File: config.mk
export PLATFORM = sky130hd
export DESIGN_NAME = fu_controller
export DESIGN_NICKNAME = d
export VERILOG_FILES = /design/src/rtl/fu_ctrl_pkg.sv /design/src/rtl/fu_regfile.sv /design/src/rtl/fu_controller.sv
export SDC_FILE = /design/constraint.sdc
export NUM_CORES = 1
export LEC_CHECK = 0
export ABC_AREA = 1
export CAP_MARGIN = 20
export CORE_UTILIZATION = 38
export DETAILED_ROUTE_END_ITERATION = 12
export DONT_BUFFER_PORTS = 1
export GPL_TIMING_DRIVEN = 0
export PLACE_DENSITY = 0.62
export SLEW_MARGIN = 0
export SYNTH_ARGS = -nofsm -noshare
export SYNTH_HDL_FRONTEND = slang
export SYNTH_HIERARCHICAL = 1
export SYNTH_SLANG_ARGS = --single-unit
File: constraint.sdc
create_clock -name clock -period 3.8 [get_ports clock]
set_input_delay 0.57 -clock clock [delete_from_list [all_inputs] [get_ports clock]]
set_output_delay 0.57 -clock clock [all_outputs]
set_load 0.02 [all_outputs]
File: src/rtl/fu_ctrl_pkg.sv
// rtl/fu_ctrl_pkg.sv - shared FSM state type, instruction field and status flag positions
package fu_ctrl_pkg;
   typedef enum logic [1:0] {IDLE, READ, EXEC, WB} state_t;

   localparam int INSTR_W  = 16;
   localparam int IR_MF    = 15;
   localparam int IR_S_HI  = 14;
   localparam int IR_S_LO  = 11;
   localparam int IR_DA_HI = 10;
   localparam int IR_DA_LO = 8;
   localparam int IR_AA_HI = 7;
   localparam int IR_AA_LO = 5;
   localparam int IR_BA_HI = 4;
   localparam int IR_BA_LO = 2;
   localparam int IR_WE    = 1;
   localparam int IR_COND  = 0;

   localparam int FLAG_W  = 6;
   localparam int FLAG_V  = 5;
   localparam int FLAG_C  = 4;
   localparam int FLAG_ZR = 3;
   localparam int FLAG_N  = 2;
   localparam int FLAG_IL = 1;
   localparam int FLAG_IR = 0;
endpackage

File: src/rtl/fu_regfile.sv
// rtl/fu_regfile.sv - 8-entry register file, two operand read ports, a debug read port, one write port
// With R0_ZERO set, R0 reads as zero on every port and writes to it are dropped.
module fu_regfile #(
   parameter int DATA_W  = 16,
   parameter bit R0_ZERO = 1'b1
) (
   input  logic              clock,
   input  logic              reset,
   input  logic              we,
   input  logic [2:0]        wa,
   input  logic [DATA_W-1:0] wd,
   input  logic [2:0]        ra_a,
   input  logic [2:0]        ra_b,
   input  logic [2:0]        dbg_addr,
   output logic [DATA_W-1:0] rd_a,
   output logic [DATA_W-1:0] rd_b,
   output logic [DATA_W-1:0] dbg_data
);
   logic [DATA_W-1:0] regs [8];

   always_ff @(posedge clock) begin
      if (reset) begin
         for (int i = 0; i < 8; i++) begin
            regs[i] <= '0;
         end
      end else if (we && !(R0_ZERO && wa == 3'd0)) begin
         regs[wa] <= wd;
      end
   end

   assign rd_a     = (R0_ZERO && ra_a == 3'd0)     ? '0 : regs[ra_a];
   assign rd_b     = (R0_ZERO && ra_b == 3'd0)     ? '0 : regs[ra_b];
   assign dbg_data = (R0_ZERO && dbg_addr == 3'd0) ? '0 : regs[dbg_addr];
endmodule

File: src/rtl/fu_controller.sv
// rtl/fu_controller.sv - four-state sequencer driving the function unit and writing results back
// FU_CTRL_STATUS_EN adds the status register and COND-gated write-back on the Zr flag.
module fu_controller
   import fu_ctrl_pkg::*;
#(
   parameter int DATA_W  = 16,
   parameter bit R0_ZERO = 1'b1
) (
   input  logic              clock,
   input  logic              reset,
   input  logic              instr_valid,
   input  logic [15:0]       instr,
   output logic              instr_ready,
   output logic [DATA_W-1:0] fu_A,
   output logic [DATA_W-1:0] fu_B,
   output logic [3:0]        fu_S,
   output logic              fu_MF,
   input  logic [DATA_W-1:0] fu_data,
   input  logic              fu_V,
   input  logic              fu_C,
   input  logic              fu_Zr,
   input  logic              fu_N,
   input  logic              fu_Il,
   input  logic              fu_Ir,
   output logic              done,
   output logic [DATA_W-1:0] result,
   output logic [5:0]        flags,
   input  logic [2:0]        dbg_addr,
   output logic [DATA_W-1:0] dbg_data
);
   state_t              state, state_next;
   logic [INSTR_W-1:0]  ir;
   logic [DATA_W-1:0]   rd_a, rd_b;
   logic [FLAG_W-1:0]   fu_flags;
   logic                cond_ok;
   logic                wr_en;

   always_ff @(posedge clock) begin
      if (reset) begin
         state <= IDLE;
      end else begin
         state <= state_next;
      end
   end

   always_comb begin
      state_next = state;
      case (state)
         IDLE:    if (instr_valid) state_next = READ;
         READ:    state_next = EXEC;
         EXEC:    state_next = WB;
         WB:      state_next = IDLE;
         default: state_next = IDLE;
      endcase
   end

   // Reset in WB wins: no write and no done pulse in that cycle.
   always_comb begin
      instr_ready = (state == IDLE);
      done        = 1'b0;
      wr_en       = 1'b0;
      if (state == WB && !reset) begin
         done  = 1'b1;
         wr_en = ir[IR_WE] && cond_ok;
      end
   end

   always_ff @(posedge clock) begin
      if (reset) begin
         ir     <= '0;
         fu_A   <= '0;
         fu_B   <= '0;
         fu_S   <= 4'h0;
         fu_MF  <= 1'b0;
         result <= '0;
      end else begin
         if (state == IDLE && instr_valid) begin
            ir <= instr;
         end
         if (state == READ) begin
            fu_A  <= rd_a;
            fu_B  <= rd_b;
            fu_S  <= ir[IR_S_HI:IR_S_LO];
            fu_MF <= ir[IR_MF];
         end
         if (state == WB) begin
            result <= fu_data;
         end
      end
   end

   always_comb begin
      fu_flags          = '0;
      fu_flags[FLAG_V]  = fu_V;
      fu_flags[FLAG_C]  = fu_C;
      fu_flags[FLAG_ZR] = fu_Zr;
      fu_flags[FLAG_N]  = fu_N;
      fu_flags[FLAG_IL] = fu_Il;
      fu_flags[FLAG_IR] = fu_Ir;
   end

`ifdef FU_CTRL_STATUS_EN
   logic [FLAG_W-1:0] status;

   always_ff @(posedge clock) begin
      if (reset) begin
         status <= '0;
      end else if (state == WB) begin
         status <= fu_flags;
      end
   end

   // COND looks at Zr from the previous instruction, before this WB updates it.
   assign cond_ok = !(ir[IR_COND] && status[FLAG_ZR]);
   assign flags   = status;
`else
   logic unused_status;

   assign unused_status = ^{fu_flags, ir[IR_COND]};
   assign cond_ok       = 1'b1;
   assign flags         = '0;
`endif

   fu_regfile #(
      .DATA_W  (DATA_W),
      .R0_ZERO (R0_ZERO)
   ) u_regfile (
      .clock    (clock),
      .reset    (reset),
      .we       (wr_en),
      .wa       (ir[IR_DA_HI:IR_DA_LO]),
      .wd       (fu_data),
      .ra_a     (ir[IR_AA_HI:IR_AA_LO]),
      .ra_b     (ir[IR_BA_HI:IR_BA_LO]),
      .dbg_addr (dbg_addr),
      .rd_a     (rd_a),
      .rd_b     (rd_b),
      .dbg_data (dbg_data)
   );
endmodule

==> impl_metrics.ini <==
[layout]
multi_input_area_um2 = 5320
final_common_cell = nand2_1
seq_area_um2 = 5250
fin_util_pct = 42.7
antenna_cells = 0
layout-drive-gt1-share_pct = 15.6
area_growth_pct = 9.76
fillers = 3227
final_nets = 1692
mostFrequentLayoutCells = nand2_1 (491), nor2_1 (214), nand3_1 (192)

[logic_synthesis]
synth_cells = 1601
synth-seq-cells = 198
synth_cell_types = 31
seq_area_frac_synth_pct = 43.8
syn_area_per_cell_um2 = 7.47
yosys.area.top_type = edfxtp_1
netlist_area_um2 = 12000
synth_warnings = 6
synth.area.top_cells = edfxtp_1 (32%), nand2_1 (15%), dfxtp_1 (12%)
netlist.area_leader.share_pct = 32.1

[sta]
min_period_ns = 2.92
finClkSkew_ns = 0.0119
rsz0062_at_grt = no
fin_ws_ns = 0.881
slew_violations = 0
setup_tns_ns = 0
finalCritPeriodShare_pct = 76.8
final-setup-viol-count = 0
timing.slew.headroom_pct = 53.2
worstMarginPinSlew_ns = 0.697
hold_viol = 0
max_freq_mhz = 343

[grt]
grt_pass1_vias = 9742
grt_use_total_pct = 26.3
grt_antenna_before_repair = 0
overflow = 0
grt_pass1_wl_um = 62600
grt_max_degree = 20

[cts]
post_cts_buffers = 0
cts_tree = done
cts_hold_buffers = 0
cts_root_buf = clkbuf_16
clock_latency_ns = 0.47
cts_buffer_depth = 2
numCtsBuffers = 17
cts.sinks = 198
cts_max_level = 4
cts_resized = 0
clk_pin_slew_ns = 0.07

[setup_path]
cp-end-kind = flip-flop
worstSetupPathType = reg2reg
critPathRequiredTime_ns = 3.89
critPathMaxFanout = 16
crit_path_start_kind = flip-flop
worstPathArrival_ns = 3.01

[floorplanning]
die_x_um = 179
fp.dieH_um = 179
die_area_um2 = 32200
io-pin-count = 121
coreArea_um2 = 30700
num_rows = 64
start_util_pct = 38.9

[place]
port_buffers = 0
post-place-ws_ns = 0.878
gp_congestion = 0.996
dp.final_hpwl_um = 33500

[flow_run]
maxCapViolCount = 0

[power]
pwr_density_cell_nw_per_um2 = 544
peakVddDrop_mv = 0.360
p_leak_uw = 0.00602

[detailed_routing]
post-route-drc-count = 2
vias = 10700
via_per_inst = 5.20
drt_iter0_drc = 1300
dr.pass1.iters = 11
antenna_left = 0
wl_per_cell_um = 20.6
wirelength_um = 42300

[hold_path]
hold_class = in2reg

[outcome]
violations = design-rule violations
status = finished, violations left
registers in the layout, indices dropped and copies added, names as in the netlist:
| register | flops |
|---|---|
| ir | 15 |
| fu_MF | 1 |
| result | 16 |
| fu_B | 16 |
| fu_S | 4 |
| state | 2 |
| u_regfile/regs | 128 |
| fu_A | 16 |
layer usage:
layer  wire length (um)  track usage [%]  vias to the layer above
li1                   -                -                     5168
met4               1310             9.90                        0
met3               3780             5.06                       50
met1              18900             37.4                     4906
met5                  0                0                        -
met2              18300             39.5                      548
cell usage after synthesis:
library cell  number
clkbuf_1           5
inv_2             10
nand2_4            2
buf_2             50
o21ai_2           38
nor3_2             4
dfxtp_1           70
inv_6              1
o211ai_1          52
nand3_1          192
nand4_4            5
buf_6             21
nor3_1            28
inv_1            152
inv_4              1
buf_12             5
and3_1             1
nor2_1           214
edfxtp_1         128
clkbuf_2           2
buf_4             29
a21oi_2            1
nand2_1          491
conb_1             2
nor2_2            51
nor2_8             1
a21oi_1           15
buf_1              4
ha_1               5
nand2_2            4
o21ai_0           17
worst max-delay path, stage by stage, from the launching register on:
cell and delay [ns]:
dfxtp_1 0.37, ha_1 0.37, buf_6 0.22, buf_6 0.18, and3_1 0.16, inv_1 0.08, nor2_8 0.22, nand4_4 0.21
buf_6 0.20, nand2_1 0.52
power breakdown:
group	leakage (uW)	total (uW)	switching, uW	internal [uW]
sequential	0.00189	3040	465	2570
clock	0.000270	1790	924	870
combinational	0.00386	2320	1580	731
path summary, 6_finish.rpt:
check	from	end	slack (ns)	cells past startpoint
max	state[0]	u_regfile/regs[4][10]	0.88	9
max reg2reg	state[0]	u_regfile/regs[4][10]	0.88	9
min reg2reg	ir[6]	ir[6]	0.46	2
min	fu_data[7]	result[7]	0.25	2
per-stage QoR:
stage | instance area [um^2] | total power [uW] | cells | hold slack [ns]
after global placement | 12500 | 5350 | 2017 | 0.447
after floorplan | 12000 | 4690 | 1621 | 0.433
final | 13100 | 7150 | 2051 | 0.248
after CTS | 13100 | 7160 | 2050 | 0.234
after detailed placement | 12600 | 5370 | 2019 | 0.454
after global routing | 13100 | 7520 | 2051 | 0.242
cell type report:
| class | instances | share of cell area [%] |
|---|---|---|
| Buffer | 116 | 6.46 |
| Clock buffer | 17 | 3.24 |
| Clock inverter | 14 | 1.08 |
| Inverter | 164 | 4.74 |
| Multi-Input combinational cell | 1143 | 40.5 |
| Sequential cell | 198 | 39.9 |
| Tap cell | 396 | 3.77 |
| Timing Repair Buffer | 3 | 0.229 |
cells by family after synthesis:
| kind of cell | after synthesis | share of synthesized area [%] |
|---|---|---|
| AO/OA/AOI/OAI | 123 | 7.46 |
| adder cells (fa/ha/maj) | 5 | 0.523 |
| buffers and inverters | 280 | 12.3 |
| flip-flops | 198 | 43.8 |
| other | 2 | 0.0628 |
| AND/OR/NAND/NOR | 993 | 35.8 |
(Power assumes the default switching activity.)
